## src/rtl/serial_subtractor_nb.sv

```systemverilog
// Bit-serial WIDTH-bit subtractor (a - b - bin, LSB first, one bit per clock) with a start/busy/done handshake.
// Latency: done pulses in the cycle after edge WIDTH (start edge = edge 0). No backpressure: start is taken only in IDLE, never queued.
module serial_subtractor_nb #(
  parameter int WIDTH = 8
) (
  input  logic             clk,
  input  logic             rst,
  input  logic             start,
  input  logic [WIDTH-1:0] a,
  input  logic [WIDTH-1:0] b,
  input  logic             bin,
  output logic             busy,
  output logic             done,
  output logic [WIDTH-1:0] diff,
  output logic             bout,
  output logic             ovf
);

  localparam int CW = (WIDTH > 2) ? $clog2(WIDTH) : 1;

  typedef enum logic [1:0] {
    IDLE  = 2'd0,
    SHIFT = 2'd1,
    DONE  = 2'd2
  } state_t;

  state_t state, state_nxt;

  logic [WIDTH-1:0] sa;
  logic [WIDTH-1:0] sb;
  logic [WIDTH-1:0] res;
  logic             brw;
  logic [CW-1:0]    cnt;
  logic             a_msb;
  logic             b_msb;

  logic             d_bit;
  logic             brw_nxt;
  logic [WIDTH-1:0] res_nxt;
  logic             last_bit;

  // One full-subtractor cell applied to the current LSBs.
  always_comb begin
    d_bit    = sa[0] ^ sb[0] ^ brw;
    brw_nxt  = (~sa[0] & sb[0]) | (~(sa[0] ^ sb[0]) & brw);
    res_nxt  = {d_bit, res[WIDTH-1:1]};
    last_bit = (cnt == CW'(WIDTH - 1));
  end

  always_ff @(posedge clk) begin
    if (rst) begin
      state <= IDLE;
    end else begin
      state <= state_nxt;
    end
  end

  always_comb begin
    state_nxt = state;
    case (state)
      IDLE:    if (start) state_nxt = SHIFT;
      SHIFT:   if (last_bit) state_nxt = DONE;
      DONE:    state_nxt = IDLE;
      default: state_nxt = IDLE;
    endcase
  end

  always_ff @(posedge clk) begin
    if (rst) begin
      sa    <= '0;
      sb    <= '0;
      res   <= '0;
      brw   <= 1'b0;
      cnt   <= '0;
      a_msb <= 1'b0;
      b_msb <= 1'b0;
      diff  <= '0;
      bout  <= 1'b0;
      ovf   <= 1'b0;
    end else begin
      case (state)
        IDLE: begin
          if (start) begin
            sa    <= a;
            sb    <= b;
            brw   <= bin;
            res   <= '0;
            cnt   <= '0;
            a_msb <= a[WIDTH-1];
            b_msb <= b[WIDTH-1];
          end
        end
        SHIFT: begin
          sa  <= sa >> 1;
          sb  <= sb >> 1;
          res <= res_nxt;
          brw <= brw_nxt;
          cnt <= cnt + CW'(1);
          // Results are published only on the final bit so partial sums never leak out.
          if (last_bit) begin
            diff <= res_nxt;
            bout <= brw_nxt;
            ovf  <= (a_msb != b_msb) && (d_bit != a_msb);
          end
        end
        default: ;
      endcase
    end
  end

  assign busy = (state == SHIFT);
  assign done = (state == DONE);

endmodule

```

## config.mk

```make
export PLATFORM = sky130hd
export DESIGN_NAME = serial_subtractor_nb
export DESIGN_NICKNAME = d
export VERILOG_FILES = /design/src/rtl/serial_subtractor_nb.sv
export SDC_FILE = /design/constraint.sdc
export NUM_CORES = 1
export LEC_CHECK = 0
export BUFFER_PORTS_ARGS = -buffer_cell sky130_fd_sc_hd__buf_2
export CAP_MARGIN = 20
export CORE_UTILIZATION = 49
export CTS_BUF_LIST = sky130_fd_sc_hd__clkbuf_4 sky130_fd_sc_hd__clkbuf_8 sky130_fd_sc_hd__clkbuf_16
export DETAILED_ROUTE_END_ITERATION = 10
export GPL_TIMING_DRIVEN = 0
export HOLD_SLACK_MARGIN = 0.03
export MAX_ROUTING_LAYER = met4
export PLACE_DENSITY = 0.74
export SYNTH_ARGS = -nofsm -noshare
export SYNTH_HDL_FRONTEND = slang
export SYNTH_SLANG_ARGS = --single-unit
```

## constraint.sdc

```tcl
create_clock -name clk -period 1.68 [get_ports clk]
set_input_delay 0.168 -clock clk [delete_from_list [all_inputs] [get_ports clk]]
set_output_delay 0.168 -clock clk [all_outputs]
set_load 0.005 [all_outputs]
```

* After elaboration in Yosys (flattened, before gate mapping)
Index checks and enable logic that the tools add are counted.
Storage, ports and cells: register bits after elaboration 42, input bits 20, output and inout bits 12, word-level logic and storage cells 46
Operators by class: $add $sub $neg 1, equal/unequal tests 7, multiplexer cells 13, bitwise gates (word level) 7, reductions and logical operators 7
Operators by type and width (count):
- case mux 8 bit (2 select lines) | 3
- 2-to-1 mux 8 bit | 3
- AND reduction 2 bit | 4
- case mux 3 bit (2 select lines) | 1
- 2-to-1 mux 2 bit | 2
- case mux 2 bit (2 select lines) | 1
- adder 3 x 1 -> 3 bit, second input constant | 1
- equality test 3 bit, second input constant | 1
- 2-to-1 mux 3 bit | 1
- bitwise AND 1 bit | 2
- equality test 2 x 1 -> 1 bit, second input constant | 1
- equality test 2 bit, second input constant | 1
- logical NOT 2 bit | 1
- != test 1 bit | 2
- != test 2 x 1 -> 1 bit, second input constant | 1
- != test 2 bit, second input constant | 1
- inverter 1 bit | 2
- case mux 1 bit (2 select lines) | 1
- nonzero test 2 bit | 1
- XOR 1 bit | 2
- logical AND 1 bit | 1
- 2-to-1 mux 1 bit | 1
- OR 1 bit | 1

* Depth between registers and ports, before layout
Gate-level depths: netlist of the first run.
depth in word-level cells 5, mapped depth 6, depth with buffers taken out 5

* Worst setup path after synthesis of the first run
No wires, ideal clock.
kind reg-to-reg, start point register sb[0], end point register ovf, library setup time 91 ps, arrival time 1521 ps, required time 1589 ps, setup slack 68 ps, stages on the path, launching flop included 5, buffers on the path 0, clock period less this slack 1612 ps, cell sequence dfxtp_1 > inv_1 > fa_1 > or3b_2 > a311oi_1
Between the ends: longest elaborated chain between the ends 4
RTL lines:
- from (decl) | RTL line 30 | logic [WIDTH-1:0] sb;
- from (signal assigned) | RTL line 95 | sb <= sb >> 1;
- XOR 1 bit (2 in series) | RTL line 44 | d_bit = sa[0] ^ sb[0] ^ brw;
- via d_bit | RTL line 37 | logic d_bit;
- != test 1 bit | RTL line 103 | ovf <= (a_msb != b_msb) && (d_bit != a_msb);
- logical AND 1 bit | RTL line 103
- to (signal assigned) | RTL line 103
- to (decl) | RTL line 16 | output logic ovf
The timed path passes the listed nets, and every way through them passes these cells. A chain may end at the register's enable or synchronous reset.

* Final worst setup path of the first run
Same ends and word-level chain as after synthesis.

==> metrics, run 1 <==
initial antenna violation count 0; vias post-DR between 1000 and 1500; Die Area slightly below 4000 um2; clock skew 0.00985 ns; Root Buffer clkbuf_4; CTS Sinks 41; setup_tns 0 ns; area of the core between 3000 and 4000 um2; Hold/Removal Path Class in2reg; Tcrit/Tclk final 0.946; Tot GR Track Use 0.205; max cap viols 0; largest net degree at the start of global routing 14; Pins Over Slew Limit 0; Post-Syn Area between 1500 and 2000 um2; R2R depth 4; leakage between 0.0008 and 0.0009 uW; synth warn 0; I/O Buffers 29; clock latency on the worst-skew pair 0.36 ns; final hold vios 0; busiest grt layer met2; I/O pins 32; Core Rows 21; DR WL/cell approximately 13 um; critical path data arrival time 1.86 ns; P&R area growth vs syn 16.3%; drt pass-1 iters 4; Total Routed Length between 3000 and 4000 um; CTS clk-pin slew, worst paths 0.12 ns; upper clock frequency limit 629 MHz; CTS tree built; met1 Use GR 0.229; Post-Syn Instances between 150 and 200; DIE HEIGHT slightly above 60 um; Worst Setup End Kind register; slew of the pin with the lowest slew margin between 0.5 and 0.6 ns; # DRC 0; Seq/Total Area, Yosys 0.462; unrepaired setup endpoints after global routing false; setup violators final 0; Slew HR 0.604; first-pass GRT wire length ~6100 um; Crit Path Category reg2reg; maximum net fanout on the critical path 2; clock buffer depth 2; initial DRC count 69; Syn Nets ~210; syn_area_per_cell between 9 and 10 um2; initial core utilization 0.520; minimum clock period roughly 1.6 ns; CTS buffer count 5; met2 GRT Util 0.343; grt total ovfl 0; vias in the first global route ~1400; Worst setup SP type register; Detail Placement HPWL ~2500 um; Synth Register Bits between 40 and 50; met3 GRT Util 0.0460; status finished, final reports clean; Hold Path Cell Cnt 3; Yosys cell types 28; cts hold-fix bufs 0; number of routed nets with antenna violations 0; Nets ~250; Via density roughly 5.2; power density over cell area between 800 and 900 nW/um2; WHS between 0.08 and 0.09 ns; CTS H-tree lvls 2; Die X approximately 62 um; layout cells sized above 1 0.330; Worst Path Required slightly below 2 ns; peak supply drop 436 uV; GPL Wtd Cong about 0.8; n_diodes 0
==> power breakdown <==
group	leakage (uW)	internal, uW	switching [uW]	total (uW)
registers	0.000336	1020	26.8	1050
clock network	0.0000382	204	324	529
logic	0.000491	124	143	268
==> area by class of cell <==
| cell class | count | area (um2) |
|---|---|---|
| clock buffers | 6 | 51.3 |
| inverters | 7 | 26.3 |
| flip-flops and latches | 41 | 825 |
| plain buffers | 15 | 97.6 |
| clock inverters | 2 | 13.8 |
| repair buffers | 30 | 153 |
| multi-input cells | 123 | 843 |
| well taps | 46 | 57.6 |
| fillers | 323 | 1350 |
==> stage by stage <==
stage / worst slack, ns / instances / instance area [um2] / power [uW] / utilization
after floorplan: 0.0679 / 186 / 1780 / 1250 / -
after global placement: -0.0810 / 261 / 1980 / 1310 / 0.579
after detailed placement: -0.0660 / 261 / 1980 / 1320 / 0.579
after CTS: 0.00551 / 270 / 2060 / 1850 / 0.602
after global routing: 0.0161 / 270 / 2070 / 1920 / 0.605
final: 0.0911 / 270 / 2070 / 1840 / 0.605
==> worst max-delay path: stages, from the launching register on <==
cell      delay, ns
dfxtp_2        0.36
inv_2          0.04
fa_2           0.47
or3b_4         0.38
a311oi_2       0.26
==> synth_stat cells <==
| library cell | count | area [um2] |
|---|---|---|
| and3b_1 | 1 | 8.76 |
| clkbuf_1 | 3 | 11.3 |
| mux2i_1 | 14 | 140 |
| a211oi_1 | 1 | 7.51 |
| buf_6 | 4 | 45.0 |
| nand2_1 | 18 | 67.6 |
| nor3_1 | 1 | 5.00 |
| a311oi_1 | 1 | 8.76 |
| buf_2 | 6 | 30.0 |
| o221a_2 | 2 | 22.5 |
| buf_4 | 1 | 7.51 |
| nand3b_1 | 2 | 15.0 |
| or3b_2 | 1 | 8.76 |
| o21ai_0 | 2 | 10.0 |
| nor2_1 | 31 | 116 |
| dfxtp_1 | 41 | 821 |
| inv_1 | 7 | 26.3 |
| nand2b_1 | 3 | 18.8 |
| a21oi_1 | 16 | 80.1 |
| buf_1 | 1 | 3.75 |
| a211oi_2 | 14 | 175 |
| a22oi_1 | 9 | 67.6 |
| ha_1 | 2 | 25.0 |
| fa_1 | 1 | 20.0 |
| nor2b_1 | 1 | 6.26 |
| nor3b_1 | 1 | 7.51 |
| o21bai_2 | 1 | 11.3 |
| o21ba_1 | 1 | 10.0 |
==> metal layers <==
metal  wire, um  up-vias  share of wire
li1           -      715              -
met1       1660      659           0.48
met2       1620       28           0.46
met3        122        9          0.035
met4         90        0          0.026
met5          0        -              0
==> kinds of logic after synthesis <==
kind of cell | count (synthesis) | share of synthesized area
buffers and inverters | 22 | 0.0697
and+or+nand+nor | 59 | 0.143
DFF | 41 | 0.462
AOI/OAI and AO/OA | 47 | 0.221
muxes | 14 | 0.0789
adders and majority gates | 3 | 0.0254
==> state kept, by name, indices dropped and copies added, names as in the netlist <==
| name | cells |
|---|---|
| a_msb | 1 |
| b_msb | 1 |
| bout | 1 |
| brw | 1 |
| cnt | 3 |
| diff | 8 |
| ovf | 1 |
| res | 7 |
| sa | 8 |
| sb | 8 |
| state | 2 |
==> timing repair <==
item,in CTS,in global routing
endpoints found under the hold margin,0,0
endpoints found under the setup margin,1,1
resized for setup,3,5
pin swaps,2,2
setup buffers,1,0
==> cells in the final DEF (no fill, tap or decap), types with 2 or more instances in the layout <==
master and count:
nand2b_1 3, buf_6 4, ha_1 2, a22oi_1 9
dfxtp_1 38, clkbuf_1 3, o21ai_0 2, dfxtp_2 3
nand3b_1 2, nor2_1 31, o221a_2 2, nand2_1 18
buf_2 35, inv_1 5, a211oi_2 14, mux2i_1 14
clkbuf_4 5, inv_2 2, buf_4 2, a21oi_1 16
==> final timing paths <==
kind	endpoint	slack, ns	from
setup / recovery	ovf$_SDFFE_PP0P_	0.09	sb[0]$_SDFFE_PP0P_
hold / removal	sb[7]$_SDFFE_PP0P_	0.08	b[7]
setup reg to reg	ovf$_SDFFE_PP0P_	0.09	sb[0]$_SDFFE_PP0P_
hold reg to reg	diff[5]$_SDFFE_PP0P_	0.46	diff[5]$_SDFFE_PP0P_
No activity file was read; power rests on OpenSTA's default activity.
==> run 2: changes to the inputs <==
--- a/config.mk
+++ b/config.mk
@@ -5,15 +5,17 @@
 export SDC_FILE = /design/constraint.sdc
 export NUM_CORES = 1
 export LEC_CHECK = 0
+export ABC_AREA = 1
 export BUFFER_PORTS_ARGS = -buffer_cell sky130_fd_sc_hd__buf_2
 export CAP_MARGIN = 20
-export CORE_UTILIZATION = 49
+export CORE_UTILIZATION = 50
 export CTS_BUF_LIST = sky130_fd_sc_hd__clkbuf_4 sky130_fd_sc_hd__clkbuf_8 sky130_fd_sc_hd__clkbuf_16
 export DETAILED_ROUTE_END_ITERATION = 10
-export GPL_TIMING_DRIVEN = 0
+export GPL_TIMING_DRIVEN = 1
 export HOLD_SLACK_MARGIN = 0.03
 export MAX_ROUTING_LAYER = met4
-export PLACE_DENSITY = 0.74
+export PLACE_DENSITY = 0.75
+export RECOVER_POWER = 100
 export SYNTH_ARGS = -nofsm -noshare
 export SYNTH_HDL_FRONTEND = slang
 export SYNTH_SLANG_ARGS = --single-unit
==> metrics, run 2 <==
status finished, final reports clean; Met3 Routed Length 180 um (+48%); Slew HR 0.736 (+0.133); Final Util 0.579 (-0.0265); layout cells sized above 1 0.185 (-0.146); syn_area_per_cell 7.50 um2 (-21%); initial DRC count 78 (+13%); clock latency on the worst-skew pair 0.30 ns (-0.06 ns); Worst Path Required 1.51 ns (-0.44 ns); Detail Placement HPWL 2730 um (+10%); I/O Buffers 31 (+6.9%); most frequent cells in the layout nand3_1, nand2_1, dfxtp_1; Worst Setup End Kind output pin; peak supply drop 558 uV (+28%); CTS clk-pin slew, worst paths 0.08 ns (-0.04 ns); wl on met1 1870 um (+13%); vias post-DR 1662 (+18%); Yosys top cell area share 0.427 (-0.0346); Tcrit/Tclk final 0.920 (-0.0262); critical path data arrival time 1.38 ns (-0.48 ns); power density over cell area 915 nW/um2 (+2.7%); DIE HEIGHT 64.0 um (+2.8%); Seq/Total Area, Yosys 0.427 (-0.0346); DR WL/cell 11.8 um (-8.7%); Hold/Removal Path Class in2reg; PostCTS Resize Cnt 0 (-3); Root Buffer clkbuf_8; vias in the first global route 1505 (+7.7%); upper clock frequency limit 647 MHz (+2.8%); CTS Sinks 41 (unchanged); Post-Syn Instances 256 (+38%); Pins Over Slew Limit 0 (unchanged); # DRC 0 (unchanged); maximum net fanout on the critical path 11 (+9); CTS H-tree lvls 2 (unchanged); unrepaired setup endpoints after global routing false; area of the core 3660 um2 (+7.2%); Synth Register Bits 41 (unchanged); Crit Path Category reg2out; synth warn 0 (unchanged); CTS buffer count 5 (unchanged); leakage 0.000990 uW (+14%); FFs w/ async S/R, synth 0 (unchanged); Die Area 4090 um2 (+5.7%); drt pass-1 iters 4 (unchanged); met2 wire len 1810 um (+12%); commonest non-fill, non-tap cell in the layout nand3_1; clock buffer depth 2 (unchanged); final hold vios 0 (unchanged); initial antenna violation count 0 (unchanged); max cap viols 0 (unchanged); first-pass GRT wire length 6650 um (+9.2%); I/O pins 32 (unchanged); Most used DFF post-synth dfxtp_1; cell taking the most area after synthesis dfxtp_1; grt total ovfl 0 (unchanged); number of routed nets with antenna violations 0 (unchanged); Tot GR Track Use 0.221 (+0.0165); Synth top cells by count nand3_1, nand2_1, dfxtp_1; P&R area growth vs syn 10.3%; largest net degree at the start of global routing 29 (+15); CTS tree built; cts hold-fix bufs 0 (unchanged); Post-synth EDFFs 0 (unchanged); Syn Nets 279 (+33%); n_diodes 0 (unchanged); Via density 4.96 (-5.1%); most frequent cell after synthesis nand3_1; highest routing layer actually used met4; Post-Syn Area 1920 um2 (+8.1%); slew of the pin with the lowest slew margin 0.395 ns (-0.199 ns); fillcell total 368 (+14%); Total Routed Length 3950 um (+13%); Core Rows 22 (+4.8%); Yosys cell types 20 (-29%); GPL Wtd Cong 0.814 (+2.1%); setup_tns 0 ns (unchanged); initial core utilization 0.525 (+0.00446); Post-CTS Setup Inserts 0 (-1); minimum clock period 1.54 ns (-0.0439 ns); largest registers diff x8, sa x8, sb x8; Die X 64.0 um (+2.8%); clock skew 0.00913 ns (-0.000718 ns); setup violators final 0 (unchanged); largest cells by area after synthesis dfxtp_1, nand3_1, nand2_1; Nets 309 (+26%); Worst setup SP type register
==> run 2: final timing paths <==
check                   startpoint              endpoint  slack, ns  cells after the start
max          state[0]$_SDFFE_PP0P_                  busy       0.14                      4
min                           a[7]    a_msb$_SDFFE_PP0P_       0.14                      3
min reg2reg    res[6]$_SDFFE_PP0P_  diff[5]$_SDFFE_PP0P_       0.46                      2
max reg2reg  state[1]$_SDFFE_PP0P_      brw$_SDFFE_PP0P_       0.16                      6
==> run 2: critical path, cell delays in order, from the launching register on <==
cell and delay (ns):
dfxtp_1 0.40, inv_1 0.10, nor2_4 0.17, clkbuf_2 0.26, buf_2 0.15
==> run 2: through the flow <==
stage          hold WS [ns]  area, um2  total power (uW)  instances  worst slack, ns
2_1_floorplan         0.333       1920              1280        256            0.409
3_3_place_gp          0.440       2050              1330        327            0.277
3_5_place_dp          0.453       2050              1330        327            0.270
4_1_cts               0.139       2140              1960        335            0.207
5_1_grt               0.154       2120              2050        335           0.0359
6_report              0.144       2120              1940        335            0.135
==> run 2: cell type report <==
| cell class | count | area (um2) | share of cell area |
|---|---|---|---|
| multi-input cells | 161 | 810 | 0.382 |
| clock buffers | 6 | 76.3 | 0.0360 |
| inverters | 39 | 146 | 0.0691 |
| repair buffers | 38 | 195 | 0.0921 |
| clock inverters | 2 | 10.0 | 0.00473 |
| flip-flops and latches | 41 | 821 | 0.387 |
| well taps | 48 | 60.1 | 0.0284 |
==> run 2: logic make-up (layout without fill, tap and decap cells) <==
family                   after synthesis  after routing  synth area share
buffers and inverters                 54             85             0.149
adder cells (fa/ha/maj)                3              3            0.0235
flip-flops                            41             41             0.427
AO/OA/AOI/OAI                         34             34            0.0886
AND/OR/NAND/NOR                      124            124             0.312
==> run 2: where the power goes <==
part / switching, uW / internal, uW / leakage (uW)
clock: 330 / 304 / 0.0000484
combinational: 161 / 101 / 0.000607
sequential: 27.4 / 1020 / 0.000335
total: 518 / 1420 / 0.000990
==> run 2: layer usage <==
layer  vias up  GRT usage
met5         -          -
met4         0      0.114
met3         8     0.0607
met2        39      0.327
met1       740      0.275
li1        875          -
==> run 3: changes to the inputs <==
--- a/config.mk
+++ b/config.mk
@@ -6,7 +6,7 @@
 export NUM_CORES = 1
 export LEC_CHECK = 0
 export ABC_AREA = 1
-export BUFFER_PORTS_ARGS = -buffer_cell sky130_fd_sc_hd__buf_2
+export BUFFER_PORTS_ARGS = -buffer_cell sky130_fd_sc_hd__buf_4
 export CAP_MARGIN = 20
 export CORE_UTILIZATION = 50
 export CTS_BUF_LIST = sky130_fd_sc_hd__clkbuf_4 sky130_fd_sc_hd__clkbuf_8 sky130_fd_sc_hd__clkbuf_16
@@ -14,7 +14,7 @@
 export GPL_TIMING_DRIVEN = 1
 export HOLD_SLACK_MARGIN = 0.03
 export MAX_ROUTING_LAYER = met4
-export PLACE_DENSITY = 0.75
+export PLACE_DENSITY = 0.72
 export RECOVER_POWER = 100
 export SYNTH_ARGS = -nofsm -noshare
 export SYNTH_HDL_FRONTEND = slang
==> constraint.sdc (replaced) <==
create_clock -name clk -period 1.6 [get_ports clk]
set_input_delay 0.16 -clock clk [delete_from_list [all_inputs] [get_ports clk]]
set_output_delay 0.16 -clock clk [all_outputs]
set_load 0.005 [all_outputs]
==> metrics, run 3 (same netlist as run 2, synthesis figures left out) <==
Via density 5.01 (+0.96%); Worst Path Required 1.44 ns (-0.07 ns); Detail Placement HPWL 2620 um (-3.9%); maximum net fanout on the critical path 9 (-2); initial antenna violation count 0 (unchanged); critical path data arrival time 1.35 ns (-0.03 ns); P&R area growth vs syn 17.5%; CTS H-tree lvls 2 (unchanged); Die Area 4090 um2 (unchanged); CP peak stage delay 0.37 ns (-0.03 ns); vias in the first global route 1521 (+1.1%); first-pass GRT wire length 6640 um (-0.11%); vias post-DR 1683 (+1.3%); DR WL/cell 11.6 um (-1.9%); Hold/Removal Path Class in2reg; GPL Wtd Cong 0.831 (+2.1%); initial core utilization 0.525 (unchanged); CTS buffer count 5 (unchanged); CTS clk-pin slew, worst paths 0.08 ns (about the same); Die X 64.0 um (unchanged); setup_tns 0 ns (unchanged); Pins Over Slew Limit 0 (unchanged); Post-CTS Setup Inserts 0 (unchanged); # DRC 0 (unchanged); Tot GR Track Use 0.216 (-0.00482); I/O pins 32 (unchanged); DIE HEIGHT 64.0 um (unchanged); CTS Sinks 41 (unchanged); I/O Buffers 31 (unchanged); commonest non-fill, non-tap cell in the layout nand3_1; CP Cell Sequence inv_1 -> nor2_4 -> buf_2 -> buf_4; status finished, final reports clean; cts hold-fix bufs 0 (unchanged); drt pass-1 iters 4 (unchanged); clock latency on the worst-skew pair 0.30 ns (about the same); minimum clock period around 1.5 ns; Worst Setup End Kind output pin; number of routed nets with antenna violations 0 (unchanged); setup violators final 0 (unchanged); Pwr Total 2390 uW (+23%); most frequent cells in the layout nand3_1, nand2_1, dfxtp_1; PostCTS Resize Cnt 0 (unchanged); Total Routed Length 3890 um (-1.6%); upper clock frequency limit between 600 and 700 MHz; Tcrit/Tclk final 0.944; CTS tree built; largest registers diff x8, sa x8, sb x8; initial DRC count 106 (+36%); Worst setup SP type register; clock buffer depth 2 (unchanged); Nets 310 (+0.32%); n_diodes 0 (unchanged); fillcell total 334 (-9.2%); Root Buffer clkbuf_8; final hold vios 0 (unchanged); max cap viols 0 (unchanged); largest net degree at the start of global routing 29 (unchanged); critical path's slowest cell dfxtp_1; peak supply drop 617 uV (+11%); Core Rows 22 (unchanged); leakage 0.00104 uW (+4.7%); Slew HR 0.790 (+0.0539); power density over cell area 1060 nW/um2 (+16%); layout cells sized above 1 0.205 (+0.0202); slew of the pin with the lowest slew margin 0.315 ns (-0.0808 ns); grt total ovfl 0 (unchanged); unrepaired setup endpoints after global routing false; clock skew 0.00529 ns (-0.00384 ns); Crit Path Category reg2out; area of the core 3660 um2 (unchanged)
-- run 3: changes by cell type in the layout (fill, tap and decap cells not counted), moves of 2 or more --
cell,before,now
buf_2,26,1
clkinv_2,2,0
clkbuf_4,1,10
bufinv_16,0,2
buf_4,4,24
clkbuf_1,4,1
-- run 3: cell type report --
class                           count  area (um2)  share of cell area
Sequential cell                    41         821               0.364
Multi-Input combinational cell    161         810               0.359
Timing Repair Buffer               39         279               0.124
Inverter                           39         149              0.0660
Clock buffer                        5        68.8              0.0305
Clock inverter                      3        68.8              0.0305
Tap cell                           48        60.1              0.0266
-- run 3: critical path: cells and delay by family, from the launching register on --
family | cells | cell delay (ns)
buf+inv | 3 | 0.45
flops | 1 | 0.37
simple gates | 1 | 0.22
-- run 3: final timing paths --
| check | start | to | slack [ns] | cells after the start |
|---|---|---|---|---|
| min | a[7] | sa[7]$_SDFFE_PP0P_ | 0.13 | 3 |
| min reg2reg | cnt[0]$_SDFFE_PP0P_ | cnt[0]$_SDFFE_PP0P_ | 0.46 | 1 |
| max reg2reg | sb[0]$_SDFFE_PP0P_ | ovf$_SDFFE_PP0P_ | 0.14 | 7 |
| max | state[0]$_SDFFE_PP0P_ | busy | 0.09 | 4 |
-- run 3: metal layers --
metal / GRT usage / vias to the layer above / share of wire
li1: - / 884 / -
met1: 0.279 / 748 / 0.49
met2: 0.324 / 43 / 0.45
met3: 0.0589 / 8 / 0.051
met4: 0.0767 / 0 / 0.016
met5: - / - / 0
-- run 3: per-stage QoR --
stage / hold WS [ns] / worst slack (ns) / util / cells / area [um2]
2_1_floorplan: 0.325 / 0.329 / - / 256 / 1920
4_1_cts: 0.138 / 0.0826 / 0.621 / 336 / 2270
3_5_place_dp: 0.448 / 0.176 / 0.584 / 328 / 2140
3_3_place_gp: 0.442 / 0.183 / 0.584 / 328 / 2140
6_report: 0.134 / 0.0894 / 0.616 / 336 / 2260
5_1_grt: 0.151 / 0.0106 / 0.616 / 336 / 2260
-- run 3: where the power goes --
group	total, uW	internal (uW)	switching (uW)
registers	1090	1070	27.4
clock network	1010	628	380
logic	289	119	170
total	2390	1810	578
